[src/rtl/arp_rx_parser.sv]
// arp_rx_parser: parses ARP frames from MAC RX beats, queues one reply for the ARP sender, reports peer replies.
// Define ARP_RX_DA_FILTER_EN to accept only frames addressed to LOCAL_MAC or broadcast.
module arp_rx_parser #(
    parameter logic [47:0] LOCAL_MAC = 48'h00_0A_35_00_01_02
) (
    input  logic        clk,
    input  logic        rst_n,
    input  logic [31:0] Local_IP,
    input  logic [31:0] Mac_rx_data,
    input  logic [1:0]  Mac_rx_mod,
    input  logic        Mac_rx_sop,
    input  logic        Mac_rx_eop,
    input  logic        Mac_rx_valid,
    input  logic        Arp_tx_sop,
    input  logic        Arp_tx_eop,
    output logic        StartARPSend,
    output logic        StartARPACK,
    output logic [47:0] DST_MAC,
    output logic [31:0] Dst_IP,
    output logic        Arp_resolved_valid,
    output logic [47:0] Arp_resolved_mac,
    output logic [31:0] Arp_resolved_ip,
    output logic [7:0]  Arp_drop_cnt
);
    localparam logic [1:0] RX_IDLE = 2'd0, RX_HDR = 2'd1, RX_DRAIN = 2'd2;
    localparam logic [1:0] TX_IDLE = 2'd0, TX_REQ = 2'd1, TX_BUSY = 2'd2;

    logic [1:0]  rx_state, tx_state;
    logic [3:0]  idx;
    logic [15:0] da_hi, oper;
    logic [47:0] sha, act_mac, pend_mac, a1_mac, n_act_mac, n_pend_mac;
    logic [31:0] spa, act_ip, pend_ip, a1_ip, n_act_ip, n_pend_ip;
    logic        act_v, pend_v, a1_v, p1_v, n_act_v, n_pend_v;
    logic        hdr_beat, da_bad, chk_bad, last, eval_ok, enq, rep;
    logic        freeing, shift, to_act, to_pend, drop, launch, unused;

`ifdef ARP_RX_DA_FILTER_EN
    assign da_bad = idx == 4'd1 && {da_hi, Mac_rx_data} != LOCAL_MAC
                    && {da_hi, Mac_rx_data} != 48'hFFFF_FFFF_FFFF;
    assign unused = ^Mac_rx_mod;
`else
    assign da_bad = 1'b0;
    assign unused = ^{Mac_rx_mod, da_hi, LOCAL_MAC};
`endif

    assign StartARPACK = 1'b1;
    assign hdr_beat = Mac_rx_valid && !Mac_rx_sop && rx_state == RX_HDR;
    assign last     = idx == 4'd10;
    assign chk_bad  = da_bad
                    || (idx == 4'd3 && Mac_rx_data[15:0] != 16'h0806)
                    || (idx == 4'd4 && Mac_rx_data != 32'h0001_0800)
                    || (idx == 4'd5 && Mac_rx_data[31:16] != 16'h0604)
                    || (last && Mac_rx_data != Local_IP);
    assign eval_ok  = hdr_beat && last && !chk_bad;
    assign enq      = eval_ok && oper == 16'd1;
    assign rep      = eval_ok && oper == 16'd2;

    always_ff @(posedge clk or negedge rst_n) begin
        if (!rst_n) begin
            rx_state <= RX_IDLE;
            idx      <= 4'd0;
            da_hi    <= 16'd0;
            oper     <= 16'd0;
            sha      <= 48'd0;
            spa      <= 32'd0;
        end else if (Mac_rx_valid) begin
            if (Mac_rx_sop) begin
                rx_state <= Mac_rx_eop ? RX_IDLE : RX_HDR;
                idx      <= 4'd1;
                da_hi    <= Mac_rx_data[15:0];
            end else if (rx_state == RX_HDR) begin
                idx      <= idx + 4'd1;
                rx_state <= (chk_bad || last || Mac_rx_eop) ? (Mac_rx_eop ? RX_IDLE : RX_DRAIN) : RX_HDR;
                if (idx == 4'd5) oper <= Mac_rx_data[15:0];
                if (idx == 4'd6) sha[47:16] <= Mac_rx_data;
                if (idx == 4'd7) {sha[15:0], spa[31:16]} <= Mac_rx_data;
                if (idx == 4'd8) spa[15:0] <= Mac_rx_data[31:16];
            end else if (rx_state == RX_DRAIN && Mac_rx_eop) begin
                rx_state <= RX_IDLE;
            end
        end
    end

    // Free and pending shift resolve first so a same-cycle enqueue lands behind them.
    always_comb begin
        freeing    = tx_state == TX_BUSY && Arp_tx_eop;
        shift      = freeing && pend_v;
        a1_v       = (act_v && !freeing) || shift;
        a1_mac     = shift ? pend_mac : act_mac;
        a1_ip      = shift ? pend_ip : act_ip;
        p1_v       = pend_v && !shift;
        to_act     = enq && !a1_v;
        to_pend    = enq && a1_v && !p1_v;
        drop       = enq && a1_v && p1_v;
        n_act_v    = a1_v || enq;
        n_act_mac  = to_act ? sha : a1_mac;
        n_act_ip   = to_act ? spa : a1_ip;
        n_pend_v   = p1_v || to_pend;
        n_pend_mac = to_pend ? sha : pend_mac;
        n_pend_ip  = to_pend ? spa : pend_ip;
        launch     = (tx_state == TX_IDLE || freeing) && n_act_v;
    end

    always_ff @(posedge clk or negedge rst_n) begin
        if (!rst_n) begin
            tx_state           <= TX_IDLE;
            act_v              <= 1'b0;
            act_mac            <= 48'd0;
            act_ip             <= 32'd0;
            pend_v             <= 1'b0;
            pend_mac           <= 48'd0;
            pend_ip            <= 32'd0;
            StartARPSend       <= 1'b0;
            DST_MAC            <= 48'd0;
            Dst_IP             <= 32'd0;
            Arp_drop_cnt       <= 8'd0;
            Arp_resolved_valid <= 1'b0;
            Arp_resolved_mac   <= 48'd0;
            Arp_resolved_ip    <= 32'd0;
        end else begin
            act_v              <= n_act_v;
            act_mac            <= n_act_mac;
            act_ip             <= n_act_ip;
            pend_v             <= n_pend_v;
            pend_mac           <= n_pend_mac;
            pend_ip            <= n_pend_ip;
            Arp_resolved_valid <= rep;
            if (rep) begin
                Arp_resolved_mac <= sha;
                Arp_resolved_ip  <= spa;
            end
            if (drop && Arp_drop_cnt != 8'hFF) Arp_drop_cnt <= Arp_drop_cnt + 8'd1;
            if (launch) begin
                tx_state     <= TX_REQ;
                StartARPSend <= 1'b1;
                DST_MAC      <= n_act_mac;
                Dst_IP       <= n_act_ip;
            end else if (tx_state == TX_REQ && Arp_tx_sop) begin
                tx_state     <= TX_BUSY;
                StartARPSend <= 1'b0;
            end else if (freeing) begin
                tx_state     <= TX_IDLE;
            end
        end
    end
endmodule
[config.mk]
export PLATFORM = sky130hd
export DESIGN_NAME = arp_rx_parser
export DESIGN_NICKNAME = d
export VERILOG_FILES = /design/src/rtl/arp_rx_parser.sv
export SDC_FILE = /design/constraint.sdc
export NUM_CORES = 1
export LEC_CHECK = 0
export BUFFER_PORTS_ARGS = -buffer_cell sky130_fd_sc_hd__buf_2
export CAP_MARGIN = 10
export CORE_UTILIZATION = 40
export CTS_CLUSTER_SIZE = 14
export DETAILED_ROUTE_END_ITERATION = 6
export PLACE_DENSITY = 0.6
export SYNTH_ARGS = -nofsm -noshare
export SYNTH_HDL_FRONTEND = slang
export SYNTH_SLANG_ARGS = --single-unit
[constraint.sdc]
create_clock -name clk -period 3 [get_ports clk]
set_clock_uncertainty 0.2 [all_clocks]
set_input_delay 0.15 -clock clk [delete_from_list [all_inputs] [get_ports clk]]
set_output_delay 0.15 -clock clk [all_outputs]
set_load 0.005 [all_outputs]
==> results.txt <==
CP arrival - 3100 ps
RR Endpoint - Dst_IP[11]
proportion of synthesized area in mux cells - 19.9%
Seq cells post-synth - 436
post-DR vias/cell - 5.44
Synth async-reset ratio - 100%
largest family of logic cells by synthesized area - multiplexers
Simple-Gate Fraction of Synth Area - 6.45%
leakage - 12.4 nW
class of the worst hold path - in -> async
most common cell in the netlist - dfrtp_1
Yosys cell types - 51
ratio of cells with drive above 1 in the final layout - 36.7%
Post-Synth Adder-Cell Area - 0.336%
RSZ-0062 raised after global routing - false
Cells after Synth - 1451
via count - 13100
Fin. Hold Viols - 0
gr usage total - 22.5%
area of the multi-input gates - 7300 um2
PwrDens - 588 nW/um2
GRT overflow - 0
Layout Nets - 1842
XOR/XNOR Fraction of Synth Area - 1.84%
HPWL after DPL - 35300 um
Tcrit/Tclk final - 94.8%
Setup CP Type - in -> reg
CP max stage delay - 530 ps
global-route wire length before repair - 80600 um
Synth top cells by count - dfrtp_1 (436), mux2_2 (249), nand2_1 (99)
P&R area growth vs syn - 24.3%
die area - 47400 um2
part of the power in registers - 49.4%
fin. max-slew vios - 0
main flop type after synthesis - dfrtp_1
Synth area leaders - dfrtp_1 (59%), mux2_2 (15%), mux2i_1 (4.3%)
antenna violations before repair - 5
Final ANT Viol Nets - 0
CTS sink cnt - 436
Psw - 3.36 mW
Sequential Area - 10900 um2
Slew Limit Headroom - 42.8%
Setup violations, final - 0
CP max stage cell - dlygate4sd3_1
Placed Area - 21000 um2
H-tree lvl count - 2
R2R cell count - 11
Root Driver - clkbuf_16
Num CTS Buffers - 47
Comb power frac - 8.0%
Worst-path clk slew - 60 ps
final instance area - 23100 um2
CTS tree - done
IR drop worst, VDD - 0.000378 V
core region area - 45700 um2
worst r2r src - idx[0]
DIE HEIGHT - 218 um
routed wire length - 53700 um
sequential-to-total area share from yosys stat - 58.6%
Skew-Pair Late Insertion Delay - 570 ps
flop2flop setup slack - 220 ps
Netlist Area Pre-Place - 18600 um2
required time worst endpoint - 3250 ps
Clock Power Share - 42.6%
DRT Pass-1 Iters - 7
Worst Path Max Fanout - 18
DRC Markers - 0
WL/cell - 22.4 um
FP Rows - 78
crit-path cells - dlygate4sd3_1 -> buf_2 -> xnor2_1 -> nand4_1 -> or4_1 -> buf_4 -> nor3b_4 -> buf_6 -> buf_12 -> mux2_2
Int Power - 10.2 mW
Synth Area in Compound Gates - 10.1%
DR iter-0 viols - 740
post-synth net total - 1529
Max-Cap Viols - 0
overall power - 13.6 mW
switching share of power - 24.7%
syn_area_per_cell - 12.8 um2
Hold WS - 13.6 ps
Synthesis Warnings - 0
CP delay by family, top - buffers and inverters
status - complete, no violations
cell taking the most area after synthesis - dfrtp_1
number of global-route vias before repair - 13100
number of flops mapped to enable cells by yosys - 0
Critical path buffers and inverters - 5
placer congestion estimate - 0.821
# port buffers - 240
Die X - 218 um
CP Launch Type - primary input
top cell type's share of synthesized area - 58.6%
io pins - 244
largest net degree at the start of global routing - 95
Worst Max-Slew Pin Slew - 858 ps
post-layout minimum cycle time - 2840 ps
Setup crit end kind - flip-flop
clk buf depth - 3
maximum clock frequency - 352 MHz
# fillers - 4048
Initial Util - 40.7%
[per-layer routing]
metal  GRT usage [%]  wire [um]  vias up
li1                -          -     5904
met1            31.3      24200     6720
met2            35.7      25500      345
met3            4.37       2710       81
met4            6.13       1210        4
met5               0         27        -
[timing repair]
item	in CTS	in global routing
resized for setup	0	14
hold buffers	43	0
endpoints found under the setup margin	0	244
endpoints found under the hold margin	341	0
buffers inserted	0	2
[state kept, by name, indices dropped and copies added (netlist names)]
| name | flops |
|---|---|
| DST_MAC | 48 |
| Dst_IP | 32 |
| Arp_resolved_mac | 48 |
| pend_mac | 48 |
| pend_ip | 32 |
| pend_v | 1 |
| spa | 32 |
| act_mac | 48 |
| act_ip | 32 |
| act_v | 1 |
| Arp_resolved_ip | 32 |
| StartARPSend | 1 |
| sha | 48 |
| oper | 16 |
| tx_state | 2 |
| idx | 4 |
| rx_state | 2 |
| Arp_resolved_valid | 1 |
| Arp_drop_cnt | 8 |
[power by group through the flow]
stage	Sequential (mW)	Clock, mW	Combinational [mW]
3_3_place_gp	6.79	0	0.984
5_1_grt	6.78	6.17	1.21
3_5_place_dp	6.81	0	1.01
2_1_floorplan	6.61	0	0.585
4_1_cts	6.71	5.92	1.08
6_report	6.72	5.78	1.09
[through the flow]
| step | utilization, % | setup TNS, ps | instances | setup slack, ps |
|---|---|---|---|---|
| after floorplan | - | 0 | 1451 | 299 |
| after global placement | 45.9 | -88.1 | 2266 | -29.9 |
| after detailed placement | 45.9 | -329 | 2266 | -38.7 |
| after CTS | 50.2 | 0 | 2389 | 12.4 |
| after global routing | 50.6 | 0 | 2398 | 43.9 |
| final | 50.6 | 0 | 2398 | 156 |
[final cells by class]
cell class | count | share of cell area (%)
Sequential cell | 436 | 47.2
Multi-Input combinational cell | 909 | 31.5
Timing Repair Buffer | 362 | 11.2
Clock buffer | 68 | 5.99
Tap cell | 600 | 3.25
Clock inverter | 12 | 0.638
Inverter | 8 | 0.130
Antenna cell | 3 | 0.0325
[cells by family after synthesis]
family                     Yosys count
DFF                                436
muxes                              337
AOI/OAI and AO/OA                  265
and+or+nand+nor                    262
buffers and inverters              106
xor gates and xnor gates            39
adders and majority gates            5
other                                1
[worst register-to-register path, stage by stage (launching register included)]
cell       delay (ps)
dfrtp_1           430
inv_2             120
ha_4              160
nor4b_2           190
nand4_1           210
nor4_2            290
nand4_1           170
buf_6             210
a21boi_4          180
buf_4             160
clkbuf_16         210
a2bb2oi_1         180
[cell usage in the layout, fill, tap and decap left out, types with 8 or more instances in the layout]
cell             n
buf_4           50
clkbuf_1         8
dlygate4sd3_1   43
buf_2          239
xnor2_1         34
a2bb2oi_1       79
clkbuf_16       51
mux2i_1         80
nand2_1         96
mux2_2         249
buf_12          23
nor2_1          89
o31ai_1         78
nor4_1          16
mux2_1           8
clkbuf_8        13
a21oi_1         84
nand4_1         19
dfrtp_1        436
[worst max path at each step]
stage / slack [ps] / depth (start not counted) / from / to
floorplan: 300 / 9 / idx[0] / pend_ip[18]
global placement: -30 / 11 / Mac_rx_data[17] / DST_MAC[16]
detailed placement: -40 / 11 / Mac_rx_data[17] / DST_MAC[29]
CTS: 10 / 10 / idx[0] / Arp_resolved_mac[25]
global route: 40 / 11 / idx[0] / DST_MAC[19]
finish: 160 / 10 / Mac_rx_data[2] / Arp_resolved_mac[5]
(Power assumes the default switching activity.)
